`src/rtl/mem_l2cache_responder_pkg.sv`:
```
// Shared types and sizing for the L2 memory-side responder.
package mem_l2cache_responder_pkg;

    // Transaction FSM states
    typedef enum logic [2:0] {
        ST_IDLE,
        ST_WAIT,
        ST_RD_ISSUE,
        ST_RD_DRAIN,
        ST_RESP,
        ST_WR
    } state_e;

    localparam int DEF_OFFSET_WIDTH = 3;
    // Line width for the default build: 32 bits per word, 2^OFFSET_WIDTH words
    localparam int W = 32 << DEF_OFFSET_WIDTH;
    // Wait counter width: EXTRA_LAT (max 15) plus an optional 3-bit random term
    localparam int WAIT_CNT_W = 5;

    // Line width for an arbitrary OFFSET_WIDTH
    function automatic int line_w(input int offset_width);
        return 32 << offset_width;
    endfunction

endpackage

```
`src/rtl/mem_l2cache_beat_ctr.sv`:
```
// Latency countdown, beat index and last-beat flag for the responder.
// Optional macro L2MEM_RAND_LAT_EN adds an 8-bit LFSR that lengthens the
// wait phase by a pseudo-random 0..7 cycles per accepted request.
module mem_l2cache_beat_ctr
    import mem_l2cache_responder_pkg::*;
#(
    parameter int OFFSET_WIDTH = 3,
    parameter int EXTRA_LAT    = 2
) (
    input  logic                    clk,
    input  logic                    rstn,
    input  logic                    accept,
    input  logic                    in_wait,
    input  logic                    in_beat,
    input  logic                    suc,
    output logic [OFFSET_WIDTH-1:0] k,
    output logic                    last_beat,
    output logic                    skip_wait,
    output logic                    wait_last
);

    logic [WAIT_CNT_W-1:0] wait_len;
    logic [WAIT_CNT_W-1:0] wait_cnt;

`ifdef L2MEM_RAND_LAT_EN
    logic [7:0] lfsr;

    // LFSR x^8+x^6+x^5+x^4+1, advanced once per accepted request
    always_ff @(posedge clk or negedge rstn) begin
        if (!rstn) begin
            lfsr <= 8'hA5;
        end else if (accept) begin
            lfsr <= {lfsr[6:0], lfsr[7] ^ lfsr[5] ^ lfsr[4] ^ lfsr[3]};
        end
    end

    assign wait_len = WAIT_CNT_W'(EXTRA_LAT) + WAIT_CNT_W'(lfsr[2:0]);
`else
    assign wait_len = WAIT_CNT_W'(EXTRA_LAT);
`endif

    // A zero-length wait lets the FSM go straight to the RAM beats
    assign skip_wait = (wait_len == '0);
    assign wait_last = (wait_cnt == WAIT_CNT_W'(1));
    // Uncached accesses are a single beat; line accesses end on the top lane
    assign last_beat = suc || (&k);

    // Load the wait length at acceptance, then count down wait cycles and up beats
    always_ff @(posedge clk or negedge rstn) begin
        if (!rstn) begin
            wait_cnt <= '0;
            k        <= '0;
        end else if (accept) begin
            wait_cnt <= wait_len;
            k        <= '0;
        end else begin
            if (in_wait) wait_cnt <= wait_cnt - 1'b1;
            if (in_beat) k <= k + 1'b1;
        end
    end

endmodule

```
`src/rtl/mem_l2cache_responder.sv`:
```
// Memory-side responder for the L2 refill/write-back port. Accepts one read
// or write at a time on the addrOK/dataOK handshake and executes it as
// word-by-word accesses to a synchronous single-port RAM (1-cycle read).
// Optional macro L2MEM_RAND_LAT_EN randomises the pre-access wait.
module mem_l2cache_responder
    import mem_l2cache_responder_pkg::*;
#(
    parameter int OFFSET_WIDTH = 3,
    parameter int ADDR_W       = 16,
    parameter int EXTRA_LAT    = 2
) (
    input  logic                            clk,
    input  logic                            rstn,
    input  logic [31:0]                     addr_l2cache_mem_r,
    input  logic [31:0]                     addr_l2cache_mem_w,
    input  logic [line_w(OFFSET_WIDTH)-1:0] dout_l2cache_mem,
    output logic [line_w(OFFSET_WIDTH)-1:0] din_mem_l2cache,
    input  logic                            l2cache_mem_req_r,
    input  logic                            l2cache_mem_req_w,
    input  logic                            l2cache_mem_rdy,
    input  logic                            l2cache_mem_SUC,
    input  logic [3:0]                      l2cache_mem_wstrb,
    input  logic [1:0]                      l2cache_mem_size,
    output logic                            mem_l2cache_addrOK_r,
    output logic                            mem_l2cache_addrOK_w,
    output logic                            mem_l2cache_dataOK,
    output logic                            ram_en,
    output logic [3:0]                      ram_we,
    output logic [ADDR_W-1:0]               ram_addr,
    output logic [31:0]                     ram_wdata,
    input  logic [31:0]                     ram_rdata
);

    localparam int LW = line_w(OFFSET_WIDTH);

    state_e                  state;
    logic                    run_q;
    logic [ADDR_W-1:0]       base_q;
    logic                    suc_q;
    logic [3:0]              wstrb_q;
    logic                    is_wr_q;
    logic [LW-1:0]           line_q;
    logic                    cap_pend;
    logic [OFFSET_WIDTH-1:0] cap_idx;

    logic [OFFSET_WIDTH-1:0] k;
    logic                    last_beat;
    logic                    skip_wait;
    logic                    wait_last;
    logic                    acc_w;
    logic                    acc_r;
    logic                    accept;
    logic                    in_wait;
    logic                    in_beat;

    // Size and the address bits outside the RAM window are deliberately ignored
    logic unused_bits;
    assign unused_bits = ^{l2cache_mem_size,
                           addr_l2cache_mem_r[31:ADDR_W+2], addr_l2cache_mem_r[1:0],
                           addr_l2cache_mem_w[31:ADDR_W+2], addr_l2cache_mem_w[1:0]};

    // RAM word address of the first beat: line-aligned unless uncached
    function automatic logic [ADDR_W-1:0] base_of(input logic [31:0] a, input logic suc);
        logic [ADDR_W-1:0] w;
        w = a[ADDR_W+1:2];
        if (!suc) w[OFFSET_WIDTH-1:0] = '0;
        return w;
    endfunction

    // Writes win a simultaneous request so a victim leaves before its refill
    assign acc_w   = run_q && (state == ST_IDLE) && l2cache_mem_req_w;
    assign acc_r   = run_q && (state == ST_IDLE) && l2cache_mem_req_r && !l2cache_mem_req_w;
    assign accept  = acc_w || acc_r;
    assign in_wait = (state == ST_WAIT);
    assign in_beat = (state == ST_RD_ISSUE) || (state == ST_WR);

    mem_l2cache_beat_ctr #(
        .OFFSET_WIDTH (OFFSET_WIDTH),
        .EXTRA_LAT    (EXTRA_LAT)
    ) u_beat_ctr (
        .clk       (clk),
        .rstn      (rstn),
        .accept    (accept),
        .in_wait   (in_wait),
        .in_beat   (in_beat),
        .suc       (suc_q),
        .k         (k),
        .last_beat (last_beat),
        .skip_wait (skip_wait),
        .wait_last (wait_last)
    );

    // Transaction FSM with the latched request and the line buffer
    always_ff @(posedge clk or negedge rstn) begin
        if (!rstn) begin
            state    <= ST_IDLE;
            run_q    <= 1'b0;
            base_q   <= '0;
            suc_q    <= 1'b0;
            wstrb_q  <= '0;
            is_wr_q  <= 1'b0;
            // NOTE: the line buffer is reset even though it is storage, because
            // it drives din_mem_l2cache directly and must read as zero after reset.
            line_q   <= '0;
            cap_pend <= 1'b0;
            cap_idx  <= '0;
        end else begin
            // NOTE: non-blocking assignments throughout, so every register sees
            // the pre-edge values and the later line_q write below wins cleanly.
            run_q    <= 1'b1;
            cap_pend <= 1'b0;
            // RAM data returns one cycle after its issue beat
            if (cap_pend) line_q[cap_idx*32 +: 32] <= ram_rdata;

            unique case (state)
                ST_IDLE: begin
                    if (acc_w) begin
                        base_q  <= base_of(addr_l2cache_mem_w, l2cache_mem_SUC);
                        suc_q   <= l2cache_mem_SUC;
                        wstrb_q <= l2cache_mem_wstrb;
                        is_wr_q <= 1'b1;
                        line_q  <= dout_l2cache_mem;
                        state   <= skip_wait ? ST_WR : ST_WAIT;
                    end else if (acc_r) begin
                        base_q  <= base_of(addr_l2cache_mem_r, l2cache_mem_SUC);
                        suc_q   <= l2cache_mem_SUC;
                        wstrb_q <= '0;
                        is_wr_q <= 1'b0;
                        // Clearing here leaves lanes 1..N-1 zero for uncached reads
                        line_q  <= '0;
                        state   <= skip_wait ? ST_RD_ISSUE : ST_WAIT;
                    end
                end
                ST_WAIT: begin
                    if (wait_last) state <= is_wr_q ? ST_WR : ST_RD_ISSUE;
                end
                ST_RD_ISSUE: begin
                    cap_pend <= 1'b1;
                    cap_idx  <= k;
                    if (last_beat) state <= ST_RD_DRAIN;
                end
                ST_RD_DRAIN: begin
                    state <= ST_RESP;
                end
                ST_RESP: begin
                    if (l2cache_mem_rdy) state <= ST_IDLE;
                end
                ST_WR: begin
                    if (last_beat) state <= ST_IDLE;
                end
                default: state <= ST_IDLE;
            endcase
        end
    end

    // Handshake pulses are decoded from state and the live request/rdy inputs
    assign mem_l2cache_addrOK_w = acc_w;
    assign mem_l2cache_addrOK_r = acc_r;
    assign mem_l2cache_dataOK   = (state == ST_RESP) && l2cache_mem_rdy;
    assign din_mem_l2cache      = line_q;

    // RAM port: active only in the issue and write beats
    always_comb begin
        // NOTE: every output gets a default first so no path infers a latch.
        ram_en    = 1'b0;
        ram_we    = 4'h0;
        ram_addr  = '0;
        ram_wdata = '0;
        if (in_beat) begin
            ram_en   = 1'b1;
            ram_addr = base_q + ADDR_W'(k);
        end
        if (state == ST_WR) begin
            ram_we    = suc_q ? wstrb_q : 4'hF;
            ram_wdata = line_q[k*32 +: 32];
        end
    end

endmodule

```
`config.mk`:
```
export PLATFORM = sky130hd
export DESIGN_NAME = mem_l2cache_responder
export DESIGN_NICKNAME = d
export VERILOG_FILES = /design/src/rtl/mem_l2cache_responder_pkg.sv /design/src/rtl/mem_l2cache_beat_ctr.sv /design/src/rtl/mem_l2cache_responder.sv
export SDC_FILE = /design/constraint.sdc
export NUM_CORES = 1
export LEC_CHECK = 0
export CORE_AREA = 2 2 264 266
export CTS_CLUSTER_SIZE = 14
export DETAILED_ROUTE_END_ITERATION = 8
export DIE_AREA = 0 0 266 268
export GPL_TIMING_DRIVEN = 0
export PLACE_DENSITY = 0.47
export SLEW_MARGIN = 20
export SYNTH_ARGS = -nofsm -noshare
export SYNTH_HDL_FRONTEND = slang
export SYNTH_SLANG_ARGS = --single-unit
```
`constraint.sdc`:
```
create_clock -name clk -period 6.2 [get_ports clk]
set_input_delay 1.24 -clock clk [delete_from_list [all_inputs] [get_ports clk]]
set_output_delay 1.24 -clock clk [all_outputs]
set_load 0.1 [all_outputs]
```
== Yosys cells after proc, flatten, opt, wreduce, memory -nomap -nowiden ==
Cells that the tools add are included.

* Bits of input ports: 364
* Bits in registers: 294
* Output and inout bits: 312
* Bits in latches: 0
* Bits in read-only memories: 0
* Bits in writable memories: 0
* Memories: 0

* Bitwise logic cells: 0
* $add $sub $neg: 4
* Order comparisons: 0
* Multiplexer cells: 33
* Multiply operators: 0
* Divide/modulo/power cells: 0
* Reduce and logical (&&, ||, !) cells: 16
* Equal/unequal tests: 11
* Shifts and indexed selects: 3

{| class="wikitable"
|+ Operators with widths
! operator !! number
|-
| $mux W256 || 4
|-
| $bwmux W256 || 1
|-
| $shift A32 B34 Y256 const A || 1
|-
| $shiftx A256 B9 Y32 || 1
|-
| $shiftx A32 B34 Y256 || 1
|-
| $mux W16 || 3
|-
| $neg A8 Y34 || 1
|-
| $mux W3 || 11
|-
| $mux W32 || 1
|-
| $pmux W3 S6 || 1
|-
| $add A16 B3 Y16 || 1
|-
| $mux W4 || 4
|-
| $mux W5 || 2
|-
| $eq A3 B2 Y1 const B || 2
|-
| $eq A3 B3 Y1 const B || 2
|-
| $mux W1 || 6
|-
| $ne A2 B2 Y1 const B || 3
|-
| $reduce_bool A2 Y1 || 3
|-
| $eq A5 B1 Y1 const B || 1
|-
| $logic_and A1 B1 Y1 || 5
|-
| $reduce_and A5 Y1 || 1
|-
| $sub A5 B1 Y5 const B || 1
|-
| $add A3 B1 Y3 const B || 1
|-
| $eq A3 B1 Y1 const B || 1
|-
| 7 further kinds || 9
|}

== Depth between registers and ports, before layout ==
Gate-level depths: netlist (run 1).

* Depth in word-level cells: 7
* Mapped depth: 10
* Mapped depth without buffers: 7

== Cells and area by module ==
A second synthesis (run 1) with hierarchy kept.

* Cells, all modules: 1,588
* Area, all modules: 16,527.1 um^2

{| class="wikitable"
|+ By module, submodules not included
! module !! area each (um^2) !! instances !! sequential area each (um^2) !! cells an instance
|-
| mem_l2cache_responder || 16,062.9 || 1 || 7,156.9 || 1,547
|-
| mem_l2cache_beat_ctr || 464.2 || 1 || 200.2 || 41
|}

== Least setup slack after synthesis (run 1) ==
No wires, ideal clock.

* Path kind: flip-flop to output port
* From: register u_beat_ctr.k[1]
* To: output port ram_addr[12]
* Arrival time: 3.699 ns
* Stages on the path, launching flop included: 9
* Buffers on the path: 2
* Setup slack: 1.261 ns
* Cells stage by stage: dfrtp_1 > buf_2 > buf_1 > inv_1 > fa_1 > nor2b_1 > o2111ai_1 > or3_1 > a21oi_1

* Word-level cells in the longest chain between the ends: 2

{| class="wikitable"
|+ Ends and longest elaborated chain
! item !! line !! RTL
|-
| start: declaration || mem_l2cache_beat_ctr.sv:16 || <nowiki>output logic [OFFSET_WIDTH-1:0] k,</nowiki>
|-
| start signal: assignment || mem_l2cache_beat_ctr.sv:58 || <nowiki>if (in_beat) k <= k + 1'b1;</nowiki>
|-
| $add A16 B3 Y16 || mem_l2cache_responder.sv:171 || <nowiki>ram_addr = base_q + ADDR_W'(k);</nowiki>
|-
| $mux W16 || mem_l2cache_responder.sv:169 || <nowiki>if (in_beat) begin</nowiki>
|-
| end: declaration || mem_l2cache_responder.sv:29 || <nowiki>output logic [ADDR_W-1:0] ram_addr,</nowiki>
|}

Every way passes these cells.

== Final worst setup path (run 1) ==
* From: register u_beat_ctr.k[1]
* To: output port ram_addr[10]

Same word-level chain as after synthesis.

==> flow_summary.yaml, run 1 <==
power:
  power_frac_seq: 0.209
  design_power_total_mw: 17.3
  clockPowerShare: 0.134
  switching_share: 0.595
  ir_drop_mv: 0.399
  netSwitchingPower_mw: 10.3
  p_per_area_mw_per_mm2: 670
  p_int_mw: 7.01
  power.leakage_nw: 10.6
  pwr-share-comb: 0.657
logic_synthesis:
  synth_edf_count: 0
  synth_most_common_cell: "nand2_1"
  synth_cells: 1646
  yosys_register_bits: 294
  synthFlopType: "dfrtp_1"
  yosysWarnings: 0
  ys_types: 65
  avgSynthCellArea_um2: 10.3
  synth_nets: 2021
  synth_top_cell_area_share: 0.434
  netlist_top_cells_count: "nand2_1, dfrtp_1, mux2i_1"
  syn_area_mm2: 0.0170
  yosysTopAreaCell: "dfrtp_1"
  yosysSeqAreaShare: 0.434
  netlist_top_cells_area: "dfrtp_1, mux2i_1, mux4_2"
  synth-async-reset-ratio: 1.00
setup_path:
  crit_type: "flip-flop to primary output"
  reg2reg_from: "cap_idx[0]"
  end_kind: "primary output"
  r2r_cells: 9
  crit_fanout: 19
  required_ns: 4.96
  r2r_end: "din_mem_l2cache[18]"
  endpoint: "ram_addr[10]"
  start_kind: "flip-flop"
  crit_arrival_ns: 4.61
  r2r_slack_ns: 3.32
  startpoint: "u_beat_ctr.k[1]"
timing:
  setup_ws_ns: 0.346
  fmax_ghz: 0.171
  finalCritPeriodShare: 0.944
  setup_viol: 0
  post-route-min-period_ns: 5.85
  rsz0062_at_grt: "no"
  finalMaxSlewViolations: 0
  hold_slack_ns: 0.509
  tightest_slew_ns: 1.24
  finalHoldViolations: 0
  skew_ns: 0.0218
  setup_tns_ns: 0
  relSlewSlack: 0.171
routing:
  first_iter_violations: 1154
  wl_per_cell_um: 30.4
  viasPerCell: 5.04
  via_count: 16384
  routed_wl_um: 98700
  ant_nets: 0
  drc: 0
  drt_pre_antenna_iters: 5
cts:
  postCtsSetupBuffers: 0
  clkTransAtPathRegs_ns: 0.05
  cts.sinks: 294
  cts-buffers-inserted: 41
  htreeDepth: 2
  cts_buffer_depth: 3
  insertion_delay_ns: 0.57
  cts_resized: 0
  cts_tree: "built"
  cts_hold_buffers: 0
  root_buffer: "clkbuf_16"
layout:
  post-route-util: 0.379
  nNetsFinal: 2707
  drive_gt1_frac: 0.109
  syn2layout_area_growth_pct: 52.5
placement:
  preCtsSetupSlack_ns: 0.110
  port_buffers: 641
  detailed_place_hpwl_um: 72900
  place_congestion: 0.873
grt:
  grt_pass1_wl_um: 135000
  antenna_found_initial: 20
  grt_max_degree: 90
  grt.overflow.total: 0
  grt_pass1_vias: 17102
  globalRouteTotalUtil: 0.270
die:
  ioPinCount: 676
  fp.dieH_um: 268
  initial_utilization: 0.248
  die_width_um: 266
  die-area_mm2: 0.0713
  coreArea_mm2: 0.0682
  rows: 96
worst_hold_path:
  hold_class: "flip-flop to flip-flop"
flow_run:
  maxCapViolCount: 0
status:
  status: "completed"
how the worst min path moves through the flow:
stage	start	slack (ns)	cells after the start	to
finish	base_q[2]	0.51	2	base_q[2]
detailed placement	base_q[2]	0.49	2	base_q[2]
global route	base_q[2]	0.55	2	base_q[2]
CTS	base_q[2]	0.51	2	base_q[2]
global placement	base_q[2]	0.49	2	base_q[2]
floorplan	base_q[0]	0.46	2	base_q[0]
per-layer routing:
metal,wire length (um),global-route usage
met1,41400,0.346
met2,48600,0.464
met3,6050,0.0521
met4,2600,0.0771
met5,69,0
state kept, by name, summed over array words and instances, names as in the netlist:
| signal | flops |
|---|---|
| base_q | 16 |
| u_beat_ctr.wait_cnt | 5 |
| din_mem_l2cache | 256 |
| wstrb_q | 4 |
| u_beat_ctr.k | 3 |
| cap_idx | 3 |
| cap_pend | 1 |
| run_q | 1 |
| is_wr_q | 1 |
| suc_q | 1 |
| state | 3 |
power groups by stage:
stage / registers, mW / clock network [mW] / logic, mW
2_1_floorplan: 8.21 / 0 / 3.25
3_3_place_gp: 3.60 / 0 / 11.3
3_5_place_dp: 3.61 / 0 / 11.4
4_1_cts: 3.60 / 2.36 / 11.4
5_1_grt: 3.69 / 2.43 / 11.8
6_report: 3.62 / 2.32 / 11.4
cell type report:
cell class,count,area [um^2]
Clock inverter,7,67.6
Clock buffer,61,1190
Fill cell,6847,42400
Inverter,19,81.3
Multi-Input combinational cell,1201,8670
Buffer,131,843
Antenna cell,13,32.5
Sequential cell,294,7360
Tap cell,882,1100
Timing Repair Buffer,644,6500
stage by stage:
| step | area, um^2 | cells |
|---|---|---|
| finish | 25800 | 3252 |
| global route | 25800 | 3248 |
| CTS | 25800 | 3239 |
| detailed placement | 24600 | 3172 |
| global placement | 24500 | 3169 |
| floorplan | 17000 | 1646 |
cells in the final DEF, fill, tap and decap left out, types with 3 or more instances in the layout:
master / n
nor2_1: 61
diode_2: 13
mux2i_1: 292
and2_1: 78
nor2b_1: 4
clkdlybuf4s50_1: 636
nand2b_1: 5
buf_12: 6
nor4b_1: 3
clkbuf_2: 18
buf_16: 3
buf_2: 55
and3_1: 18
clkbuf_16: 41
a31oi_1: 13
clkbuf_8: 9
buf_4: 15
clkinv_2: 4
ha_1: 10
a21oi_1: 10
o21ai_0: 72
inv_1: 16
clkbuf_1: 33
mux4_2: 64
dfrtp_1: 294
or3_1: 3
o21ai_1: 200
xnor2_1: 10
nand2_1: 304
buf_6: 14
cell families (layout without fill, tap and decap cells):
kind of cell    count (synthesis)  in the layout  synth area share
other cells                     1             14          0.000221
xor+xnor                       12             12           0.00620
mux                           357            357             0.258
flops                         294            294             0.434
buf+inv                       151            862            0.0544
compound gates                311            311            0.0963
simple gates                  509            509             0.142
fa+ha+maj                      11             11           0.00856
critical path, cell delays in order, from the launching register on:
cell             delay (ns)
dfrtp_1                0.57
buf_2                  0.69
inv_1                  0.22
fa_1                   0.45
nor2b_1                0.32
o2111ai_1              0.29
xnor2_1                0.21
nor2_1                 0.10
clkdlybuf4s50_1        1.18
Note: power is estimated with default switching activity, not from simulation.
==> run 2, diff against run 1 <==
Settings changed: CORE_AREA 2 2 264 266 to 2 2 267 269, DIE_AREA 0 0 266 268 to 0 0 269 271, HOLD_SLACK_MARGIN set to 0.1, PLACE_DENSITY 0.47 to 0.48.
==> flow_summary.yaml, run 2 (synthesis gave the netlist of run 1 again) <==
worst_hold_path:
  hold_start: "base_q[2]"
  hold_class: "flip-flop to flip-flop"
cts:
  htreeDepth: 2
  cts-buffers-inserted: 40
  root_buffer: "clkbuf_16"
  cts_buffer_depth: 3
  cts_tree: "built"
  cts.sinks: 294
  clkTransAtPathRegs_ns: 0.06
  insertion_delay_ns: 0.57
layout:
  fillers: 7013
  nNetsFinal: 2706
  drive_gt1_frac: 0.110
  finalNonFillerCells: 3312
  syn2layout_area_growth_pct: 53.2
  layout_common_cells: "clkdlybuf4s50_1, nand2_1, dfrtp_1"
  largest_reg_flops: 256
  post-route-util: 0.372
  final_common_cell: "clkdlybuf4s50_1"
die:
  die-area_mm2: 0.0729
  initial_utilization: 0.243
  rows: 97
  die_width_um: 269
  fp.dieH_um: 271
  ioPinCount: 676
  coreArea_mm2: 0.0698
timing:
  fmax_ghz: 0.173
  finalHoldViolations: 0
  setup_viol: 0
  finalCritPeriodShare: 0.931
  tightest_slew_ns: 1.18
  post-route-min-period_ns: 5.77
  relSlewSlack: 0.215
  rsz0062_at_grt: "no"
  finalMaxSlewViolations: 0
  setup_ws_ns: 0.427
  hold_slack_ns: 0.536
  skew_ns: 0.0189
routing:
  drt_pre_antenna_iters: 5
  drc: 0
  wl_per_cell_um: 29.9
  routed_wl_um: 98900
  viasPerCell: 4.99
  ant_nets: 0
  first_iter_violations: 1159
  via_count: 16533
setup_path:
  required_ns: 4.96
  reg2reg_from: "cap_idx[0]"
  r2r_slack_ns: 3.16
  crit_arrival_ns: 4.53
  start_kind: "flip-flop"
  crit_fanout: 19
  end_kind: "primary output"
  crit_type: "flip-flop to primary output"
  startpoint: "u_beat_ctr.k[1]"
placement:
  detailed_place_hpwl_um: 73100
  place_congestion: 0.848
  preCtsSetupSlack_ns: 0.183
  place_inst: 3230
  port_buffers: 641
power:
  ir_drop_mv: 0.371
  power.leakage_nw: 10.6
  p_per_area_mw_per_mm2: 669
  design_power_total_mw: 17.4
grt:
  grt.overflow.total: 0
  antenna_found_initial: 24
  grt_max_degree: 83
  globalRouteTotalUtil: 0.266
  grt_pass1_vias: 17474
  grt_pass1_wl_um: 136000
flow_run:
  maxCapViolCount: 0
status:
  status: "completed"
## run 2: timing repair
item | CTS | global route
gates resized for setup | 3 | 0
hold buffers | 0 | 0
setup buffers | 0 | 0
endpoints found under the setup margin | 6 | 0
## run 2: worst max-delay path, stage by stage, from the launching register on
cell and delay (ns):
dfrtp_1 0.55, buf_2 0.69, inv_1 0.21, fa_1 0.45, nor2b_1 0.31, o2111ai_1 0.29, or3_1 0.39, a21oi_1 0.20
dlygate4sd2_1 0.88
## run 2: layout make-up
| cell class | count | area (um^2) | area share |
|---|---|---|---|
| diodes | 15 | 37.5 | 0.00145 |
| clock inverters | 8 | 90.1 | 0.00347 |
| clock buffers | 60 | 1210 | 0.0465 |
| repair buffers | 644 | 6500 | 0.250 |
| inverters | 19 | 81.3 | 0.00313 |
| multi-input cells | 1201 | 8670 | 0.334 |
| flip-flops and latches | 294 | 7360 | 0.283 |
| plain buffers | 131 | 846 | 0.0326 |
| well taps | 940 | 1180 | 0.0453 |
## run 2: power breakdown
group	internal, mW	leakage (nW)	switching (mW)
Clock	1.42	0.646	0.959
Sequential	2.72	3.75	0.875
Combinational	2.94	6.23	8.47
Total	7.08	10.6	10.3
## run 2: worst paths after layout
kind,to,cells past startpoint
max in group asynchronous,din_mem_l2cache[137],3
setup / recovery,ram_addr[12],8
hold / removal,base_q[2],2
min in group asynchronous,din_mem_l2cache[251],1
setup reg to reg,din_mem_l2cache[13],9
hold reg to reg,base_q[2],2
## run 2: routing by layer
layer | up-vias | global-route usage | share of wire
met5 | - | 0 | 0.00082
met4 | 14 | 0.104 | 0.035
li1 | 7202 | - | -
met3 | 174 | 0.0519 | 0.069
met1 | 8359 | 0.335 | 0.41
met2 | 784 | 0.446 | 0.49
## run 2: metrics by stage
step | area (um^2) | setup TNS [ns]
final | 26000 | 0
after detailed placement | 24600 | 0
after global routing | 26000 | 0
after CTS | 25900 | 0
after global placement | 24500 | -3044.79
after floorplan | 17000 | 0
==> run 3, diff against run 2 <==
Settings changed: CORE_AREA 2 2 267 269 to 2 2 263 265, DIE_AREA 0 0 269 271 to 0 0 265 267, SYNTH_HIERARCHICAL set to 1.
==> flow_summary.yaml, run 3 <==
cts:
  clkTransAtPathRegs_ns: 0.05
  postCtsSetupBuffers: 0
  cts_hold_buffers: 0
  cts_tree: "built"
  root_buffer: "clkbuf_16"
  cts_buffer_depth: 3
  cts.sinks: 294
  insertion_delay_ns: 0.58
  htreeDepth: 2
  cts-buffers-inserted: 40
logic_synthesis:
  avgSynthCellArea_um2: 10.4
  syn_area_mm2: 0.0165
  synth_top_cell_area_share: 0.445
  synth-simple-area-share: 0.124
  yosys.area_share.adder: 0.00878
  synthMuxAreaShare: 0.268
  yosys_register_bits: 294
  synth_edf_count: 0
  synth_cells: 1588
  yosysTopAreaCell: "dfrtp_1"
  synth_compound_area_frac: 0.0989
  ys_types: 60
  synth_xor_area_frac: 0.00477
  synth-async-reset-ratio: 1.00
  yosysWarnings: 6
  synth_most_common_cell: "nand2_1"
  synthFlopType: "dfrtp_1"
  netlist_top_cells_count: "nand2_1, dfrtp_1, mux2i_1"
  synth_top_family_by_area: "multiplexers"
  synth_nets: 1963
  netlist_top_cells_area: "dfrtp_1, mux2i_1, mux4_2"
  yosysSeqAreaShare: 0.445
die:
  rows: 96
  coreArea_mm2: 0.0680
  ioPinCount: 676
  initial_utilization: 0.243
  die_width_um: 265
  fp.dieH_um: 267
  die-area_mm2: 0.0708
setup_path:
  crit_arrival_ns: 4.75
  end_kind: "primary output"
  crit_type: "flip-flop to primary output"
  r2r_end: "din_mem_l2cache[153]"
  reg2reg_from: "cap_idx[0]"
  r2r_slack_ns: 2.79
  required_ns: 4.96
  start_kind: "flip-flop"
  crit_fanout: 10
  r2r_cells: 9
layout:
  drive_gt1_frac: 0.108
  nNetsFinal: 2642
  layout_common_cells: "clkdlybuf4s50_1, nand2_1, mux2i_1, dfrtp_1, o21ai_1"
  largest_reg_flops: 256
  final_common_cell: "clkdlybuf4s50_1"
  syn2layout_area_growth_pct: 52.9
status:
  status: "completed"
routing:
  viasPerCell: 5.00
  via_count: 15894
  routed_wl_um: 93000
  first_iter_violations: 897
  ant_nets: 0
  drc: 0
  drt_pre_antenna_iters: 5
  wl_per_cell_um: 29.3
grt:
  globalRouteTotalUtil: 0.256
  grt_pass1_wl_um: 129000
  grt_pass1_vias: 16699
  antenna_found_initial: 17
  grt.overflow.total: 0
  grt_max_degree: 81
timing:
  fmax_ghz: 0.167
  post-route-min-period_ns: 5.99
  finalCritPeriodShare: 0.967
  setup_ws_ns: 0.207
  rsz0062_at_grt: "no"
  finalHoldViolations: 0
  setup_viol: 0
  skew_ns: 0.0230
  tightest_slew_ns: 1.23
  relSlewSlack: 0.181
  finalMaxSlewViolations: 0
worst_hold_path:
  hold_start: "base_q[0]"
  hold_class: "flip-flop to flip-flop"
  whs_endpoint: "base_q[0]"
  holdPathStages: 2
placement:
  preCtsSetupSlack_ns: 0.359
  place_congestion: 0.867
  detailed_place_hpwl_um: 69000
  port_buffers: 634
flow_run:
  maxCapViolCount: 0
run 3: cell types whose count changed in the layout (fill, tap and decap cells not counted), sizes merged, moves of 4 or more:
cell / previous run / this run
nor2: 63 / 69
xnor2: 10 / 5
clkbuf: 101 / 96
nand3b: 1 / 5
clkdlybuf4s50: 637 / 627
and3: 18 / 3
or4: 4 / 0
diode: 15 / 7
and2: 78 / 29
run 3: cells by family (layout without fill, tap and decap cells):
| group | count (synthesis) | in the layout |
|---|---|---|
| other cells | 2 | 9 |
| buf+inv | 143 | 842 |
| compound gates | 314 | 314 |
| fa+ha+maj | 11 | 11 |
| flops | 294 | 294 |
| mux | 362 | 362 |
| xor+xnor | 9 | 9 |
| simple gates | 453 | 453 |
run 3: stage by stage:
step | area, um^2 | hold slack, ns | utilization | setup TNS (ns) | cells
global route | 25300 | 0.553 | 0.372 | 0 | 3175
detailed placement | 24100 | 0.486 | 0.354 | 0 | 3107
CTS | 25300 | 0.502 | 0.371 | 0 | 3169
global placement | 24000 | 0.482 | 0.353 | -3048.91 | 3104
floorplan | 16500 | 0.462 | - | 0 | 1588
finish | 25300 | 0.503 | 0.372 | 0 | 3176
run 3: worst max path at each step:
stage	endpoint	start	slack (ns)	cells past startpoint
after floorplan	ram_addr[12]	u_beat_ctr/k[1]	1.26	8
after global placement	din_mem_l2cache[16]	rstn	-10.43	1
after detailed placement	ram_addr[14]	u_beat_ctr/k[1]	0.36	9
after CTS	ram_addr[14]	u_beat_ctr/k[1]	0.03	9
after global routing	ram_addr[4]	u_beat_ctr/k[1]	0.04	9
final	ram_addr[4]	u_beat_ctr/k[1]	0.21	9
run 3: area by class of cell:
type,instances,area [um^2]
inverter,16,60.1
sequential,294,7360
fill,6850,42700
antenna,7,17.5
clock buffer,55,1130
timing repair buffer,637,6410
tap,882,1100
multi-input combinational,1151,8350
buffer,127,762
clock inverter,7,70.1
run 3: repair_timing:
action / 4_1_cts / 5_1_grt
gates resized for setup: 3 / 5
endpoints found under the setup margin: 3 / 3
pin swaps: 0 / 0
run 3: worst max-delay path: stages, from the launching register on:
cell and delay [ns]:
dfrtp_1 0.51, buf_2 0.44, buf_1 0.75, inv_1 0.16, fa_1 0.45, nor2b_1 0.30
o21ai_0 0.15, xor2_1 0.16, nor2_1 0.10, clkdlybuf4s50_1 1.16
run 3: routing by layer:
layer	track usage	wire (um)	up-vias
met4	0.0863	2770	18
met3	0.0495	5640	156
met1	0.329	39500	8112
met2	0.433	45000	659
li1	-	-	6949
met5	0	115	-
Power of run 3 is not shown: default switching activity piles up to over one toggle a cycle in this logic, so the estimate is an artifact.
